$ cat src/rtl/ps2_key_event_queue.sv
// PS/2 set-2 key event queue.
// Turns raw scancode bytes into make/break events, handling the E0 and F0
// prefixes. Typematic repeats are dropped and events are buffered in a
// first-word-fall-through FIFO. Also tracks which arrow keys are held and
// the most recent key code.
module ps2_key_event_queue #(
    parameter int DEPTH           = 8,
    parameter int ADDR_W          = 3,
    parameter int TIMEOUT_CYCLES  = 1000000,
    parameter int SUPPRESS_REPEAT = 1
) (
    input  logic              clock,
    input  logic              reset,
    input  logic              byte_valid,
    input  logic [7:0]        byte_data,
    input  logic              pop,
    input  logic              clear_overflow,
    output logic              event_valid,
    output logic [7:0]        event_code,
    output logic              event_extended,
    output logic              event_release,
    output logic [ADDR_W:0]   count,
    output logic              full,
    output logic              overflow,
    output logic [3:0]        arrows_held,
    output logic [7:0]        last_code
);

    localparam int CNT_W = (TIMEOUT_CYCLES > 2) ? $clog2(TIMEOUT_CYCLES) : 1;
    localparam logic [CNT_W-1:0]  TO_MAX    = CNT_W'(TIMEOUT_CYCLES - 1);
    localparam logic [ADDR_W:0]   DEPTH_CNT = (ADDR_W + 1)'(DEPTH);

    typedef enum logic [1:0] {IDLE, GOT_E0, GOT_F0, GOT_E0F0} state_t;

    state_t             state_q, state_d;
    logic [CNT_W-1:0]   to_cnt_q, to_cnt_d;
    logic               trk_vld_q, trk_vld_d;
    logic               trk_ext_q, trk_ext_d;
    logic [7:0]         trk_code_q, trk_code_d;
    logic [7:0]         last_code_q, last_code_d;
    logic [3:0]         arrows_q, arrows_d;
    logic [ADDR_W-1:0]  wr_ptr_q, wr_ptr_d;
    logic [ADDR_W-1:0]  rd_ptr_q, rd_ptr_d;
    logic [ADDR_W:0]    count_q, count_d;
    logic               overflow_q, overflow_d;
    logic [9:0]         mem_q [DEPTH];

    logic               is_discard;
    logic               ev_form, ev_ext, ev_rel;
    logic               trk_hit, ev_drop, ev_ok;
    logic               full_w, push_ok, pop_ok, push_drop;

    // Prefix decoder: walks E0/F0 prefixes, forms an event on the final byte,
    // and abandons a stalled prefix after the idle timeout.
    always_comb begin
        state_d    = state_q;
        to_cnt_d   = to_cnt_q;
        ev_form    = 1'b0;
        ev_ext     = 1'b0;
        ev_rel     = 1'b0;
        is_discard = byte_data inside {8'h00, 8'hAA, 8'hFA, 8'hFE, 8'hFF, 8'hE1};
        if (byte_valid) begin
            to_cnt_d = '0;
            if (is_discard) begin
                state_d = IDLE;
            end else begin
                case (state_q)
                    IDLE: begin
                        if (byte_data == 8'hE0)      state_d = GOT_E0;
                        else if (byte_data == 8'hF0) state_d = GOT_F0;
                        else                         ev_form = 1'b1;
                    end
                    GOT_E0: begin
                        if (byte_data == 8'hF0)      state_d = GOT_E0F0;
                        else if (byte_data != 8'hE0) begin
                            ev_form = 1'b1;
                            ev_ext  = 1'b1;
                            state_d = IDLE;
                        end
                    end
                    GOT_F0: begin
                        if (byte_data == 8'hE0)      state_d = GOT_E0;
                        else if (byte_data != 8'hF0) begin
                            ev_form = 1'b1;
                            ev_rel  = 1'b1;
                            state_d = IDLE;
                        end
                    end
                    default: begin
                        state_d = IDLE;
                        if (byte_data != 8'hE0 && byte_data != 8'hF0) begin
                            ev_form = 1'b1;
                            ev_ext  = 1'b1;
                            ev_rel  = 1'b1;
                        end
                    end
                endcase
            end
        end else if (state_q != IDLE) begin
            if (to_cnt_q == TO_MAX) begin
                state_d  = IDLE;
                to_cnt_d = '0;
            end else begin
                to_cnt_d = to_cnt_q + 1'b1;
            end
        end else begin
            to_cnt_d = '0;
        end
    end

    // Repeat filter, arrow bitmap and last-code capture for formed events.
    always_comb begin
        trk_vld_d   = trk_vld_q;
        trk_ext_d   = trk_ext_q;
        trk_code_d  = trk_code_q;
        last_code_d = last_code_q;
        arrows_d    = arrows_q;
        trk_hit     = trk_vld_q && (trk_ext_q == ev_ext) && (trk_code_q == byte_data);
        ev_drop     = (SUPPRESS_REPEAT != 0) && ev_form && !ev_rel && trk_hit;
        ev_ok       = ev_form && !ev_drop;
        if (ev_ok && !ev_rel) begin
            trk_vld_d  = 1'b1;
            trk_ext_d  = ev_ext;
            trk_code_d = byte_data;
        end else if (ev_form && ev_rel && trk_hit) begin
            trk_vld_d = 1'b0;
        end
        if (ev_ok) begin
            last_code_d = byte_data;
            if (ev_ext) begin
                case (byte_data)
                    8'h75:   arrows_d[3] = !ev_rel;
                    8'h72:   arrows_d[2] = !ev_rel;
                    8'h6B:   arrows_d[1] = !ev_rel;
                    8'h74:   arrows_d[0] = !ev_rel;
                    default: ;
                endcase
            end
        end
    end

    // FIFO bookkeeping: a push while full is accepted only alongside a pop.
    always_comb begin
        full_w     = (count_q == DEPTH_CNT);
        pop_ok     = pop && (count_q != '0);
        push_ok    = ev_ok && (!full_w || pop);
        push_drop  = ev_ok && full_w && !pop;
        wr_ptr_d   = push_ok ? wr_ptr_q + 1'b1 : wr_ptr_q;
        rd_ptr_d   = pop_ok  ? rd_ptr_q + 1'b1 : rd_ptr_q;
        count_d    = count_q + (ADDR_W + 1)'(push_ok) - (ADDR_W + 1)'(pop_ok);
        overflow_d = (overflow_q && !clear_overflow) || push_drop;
    end

    // State registers with synchronous reset.
    always_ff @(posedge clock) begin
        if (reset) begin
            state_q     <= IDLE;
            to_cnt_q    <= '0;
            trk_vld_q   <= 1'b0;
            trk_ext_q   <= 1'b0;
            trk_code_q  <= '0;
            last_code_q <= '0;
            arrows_q    <= '0;
            wr_ptr_q    <= '0;
            rd_ptr_q    <= '0;
            count_q     <= '0;
            overflow_q  <= 1'b0;
        end else begin
            state_q     <= state_d;
            to_cnt_q    <= to_cnt_d;
            trk_vld_q   <= trk_vld_d;
            trk_ext_q   <= trk_ext_d;
            trk_code_q  <= trk_code_d;
            last_code_q <= last_code_d;
            arrows_q    <= arrows_d;
            wr_ptr_q    <= wr_ptr_d;
            rd_ptr_q    <= rd_ptr_d;
            count_q     <= count_d;
            overflow_q  <= overflow_d;
        end
    end

    // Event storage {ext, rel, code}; contents need no reset.
    always_ff @(posedge clock) begin
        if (!reset && push_ok) mem_q[wr_ptr_q] <= {ev_ext, ev_rel, byte_data};
    end

    assign event_valid    = (count_q != '0);
    assign event_extended = mem_q[rd_ptr_q][9];
    assign event_release  = mem_q[rd_ptr_q][8];
    assign event_code     = mem_q[rd_ptr_q][7:0];
    assign count          = count_q;
    assign full           = full_w;
    assign overflow       = overflow_q;
    assign arrows_held    = arrows_q;
    assign last_code      = last_code_q;

endmodule

$ cat config.mk
export PLATFORM = sky130hd
export DESIGN_NAME = ps2_key_event_queue
export DESIGN_NICKNAME = d
export VERILOG_FILES = /design/src/rtl/ps2_key_event_queue.sv
export SDC_FILE = /design/constraint.sdc
export NUM_CORES = 1
export LEC_CHECK = 0
export CAP_MARGIN = 10
export CORE_MARGIN = 2
export CORE_UTILIZATION = 38
export CTS_CLUSTER_DIAMETER = 200
export DETAILED_ROUTE_END_ITERATION = 8
export PLACE_DENSITY = 0.66
export SYNTH_ARGS = -nofsm -noshare
export SYNTH_HDL_FRONTEND = slang
export SYNTH_SLANG_ARGS = --single-unit
$ cat constraint.sdc
create_clock -name clock -period 3.67 [get_ports clock]
set_clock_uncertainty 0.15 [all_clocks]
set_input_delay 0.734 -clock clock [delete_from_list [all_inputs] [get_ports clock]]
set_output_delay 0.734 -clock clock [all_outputs]
set_load 0.02 [all_outputs]
==> metrics.cfg <==
[setup_path]
reg2reg_from = count[2]
end_kind = output pin
path_max_fanout = 20
cp_data_arrival_time_ns = 2.50
cpPeakStageDelay_ns = 0.58
cp_top_family = buffers and inverters
worstPathCellList = buf_4 -> mux4_2 -> mux2_2 -> clkdlybuf4s50_1
cp.depth = 4
rr_worst_depth = 14
crit_slowest_cell = mux4_2
setup.worst_path.class = reg2out
worst-path-buf-inv = 2
required_ns = 2.79
crit_path_start_kind = flop

[min_path]
min_from = last_code[3]
hold_path_depth = 2
hp-class = reg2reg

[detailed_routing]
drtPass1Iterations = 4
vias = 3703
drc = 0
ant_nets = 0
routed_wl_mm = 12.1
viasPerCell = 5.09
wl_per_cell_um = 16.6
first_iter_violations = 258

[floorplan]
initial_core_util_pct = 39.0
dieArea_um2 = 16700
ios = 42
core_region_area_um2 = 15300
fp.dieH_um = 129
rows = 45
dieWidth_um = 129

[placement]
gp_congestion = 0.807
hpwl_mm = 8.17
pre_cts_slack_ns = -0.0398
portBuffers = 41
placed_cells = 697

[clock_network]
cts.clk_slew.worst_paths_ns = 0.06
ctsHtreeMaxLevel = 4
post_cts_resized = 0
post-cts-setup-buffers = 0
cts-hold-fix-buffers = 0
clk_path_buf_depth = 2
tritoncts = done
clkLatencyLatePin_ns = 0.42
clock_sinks = 138
clock-root-buffer = clkbuf_16
cts_buffers = 17

[global_routing]
first_global_vias = 3629
grt_first_pass_wirelength_mm = 19.4
antenna_found_initial = 0
grt_overflow = 0
globalRouteTotalUtil_pct = 15.5
grt_max_degree = 34

[synthesis]
syn_nets = 462
syn_avg_cell_area_um2 = 13.6
synth_cell_types = 56
syn_inst = 439
yosys_warnings = 0
synth_flop_cell = edfxtp_1
ys_async_sr_fraction_pct = 0
synth_area_um2 = 5960
synth_seq_cells = 138
synth_edf_count = 80
yosysSeqAreaShare_pct = 59.8

[layout]
final-instance-count-excl-fill = 728
area_growth_pct = 22.5
fin_nets = 528
final_common_cell = edfxtp_1
layout-drive-gt1-share_pct = 20.9
layout_common_cells = 80 x edfxtp_1, 58 x dfxtp_1, 41 x clkdlybuf4s50_1
diodes = 0
final_core_util_pct = 47.8

[timing]
grt_setup_unrepaired = false
setup_violations = 0
fin_crit_ns = 3.39
tightest_slew_ns = 0.876
period_share_pct = 92.3
hold_viol = 0
relSlewSlack_pct = 41.0
fmax_mhz = 295
finalWorstSetupSlack_ns = 0.282
final_max_slew_viol_count = 0

[power_and_ir_drop]
power_density_nw_per_um2 = 578
leakage_nw = 2.52
p_total_mw = 4.22
peakVddDrop_v = 0.000293

[status]
outcome = complete, no violations

[flow_run]
cap_violations = 0

==> worst register-to-register path, cell delays in order (launching register included) <==
cell and delay (ns):
dfxtp_1 0.34, inv_1 0.08, ha_1 0.20, nor4b_1 0.14
buf_4 0.17, a21oi_1 0.14, and4_1 0.27, nand2_1 0.12
ha_1 0.30, inv_1 0.06, ha_1 0.16, inv_1 0.06
fa_1 0.37, xor2_1 0.15, nor2_1 0.06
==> layout make-up <==
| cell class | instances | area [um^2] |
|---|---|---|
| fillers | 1325 | 7960 |
| flip-flops and latches | 138 | 3560 |
| multi-input cells | 269 | 2250 |
| repair buffers | 69 | 633 |
| clock buffers | 17 | 425 |
| well taps | 211 | 264 |
| clock inverters | 14 | 124 |
| inverters | 10 | 37.5 |
==> registers in the layout (all words and copies together) (netlist names), named ones only <==
register and count:
mem_q 80, to_cnt_q 20, last_code 8, trk_code_q 8, arrows_held 4, count 4
rd_ptr_q 3, wr_ptr_q 3, state_q 2, overflow 1, trk_ext_q 1, trk_vld_q 1
==> layer usage <==
| layer | share of wire, % | wire length, um | GRT usage [%] |
|---|---|---|---|
| met5 | 0 | 0 | 0 |
| met4 | 1.4 | 165 | 7.23 |
| met3 | 6.0 | 724 | 4.25 |
| met2 | 46 | 5610 | 24.0 |
| met1 | 46 | 5580 | 20.2 |
==> final timing paths <==
check / to / slack, ns
max: event_code[7] / 0.28
min: last_code[3] / 0.31
max reg2reg: count[2] / 0.81
min reg2reg: last_code[3] / 0.31
==> synth_stat cells (4+ instances only) <==
master,instances,area (um^2)
edfxtp_1,80,2400
nor2b_1,4,25.0
xnor2_1,7,61.3
buf_2,5,25.0
buf_6,5,56.3
ha_1,9,113
nand3_1,18,90.1
clkbuf_1,10,37.5
a41oi_1,4,35.0
nand2b_1,5,31.3
a211oi_1,5,37.5
mux2_2,12,135
dfxtp_1,58,1160
inv_1,10,37.5
nand2_1,39,146
mux2i_1,18,180
xor2_1,22,193
and2_1,4,25.0
mux4_2,20,450
and3_1,10,62.6
nor4_1,10,62.6
a21oi_1,4,20.0
nor2_1,38,143
==> per-stage QoR <==
step                      hold slack [ns]  TNS (ns)  cell area [um^2]
final                               0.311         0              7300
after global routing                0.334         0              7300
after CTS                           0.314         0              7300
after detailed placement            0.304   -0.0398              6750
after global placement              0.302         0              6750
after floorplan                     0.287         0              5960
==> where the power goes <==
part | leakage (nW) | switching [mW] | internal (mW)
Sequential | 1.19 | 0.0476 | 1.71
Combinational | 1.07 | 0.424 | 0.450
Clock | 0.259 | 0.661 | 0.928
==> cells by family (layout without fill, tap and decap cells) <==
kind of cell,Yosys count,in the layout,share of synthesized area (%)
AND/OR/NAND/NOR,155,155,14.6
AO/OA/AOI/OAI,24,24,3.13
adder cells (fa/ha/maj),10,10,2.23
buffers and inverters,32,110,2.82
multiplexers,50,50,12.9
XOR/XNOR,30,30,4.54
flip-flops,138,138,59.8
Note: power is estimated with default switching activity, not from simulation.
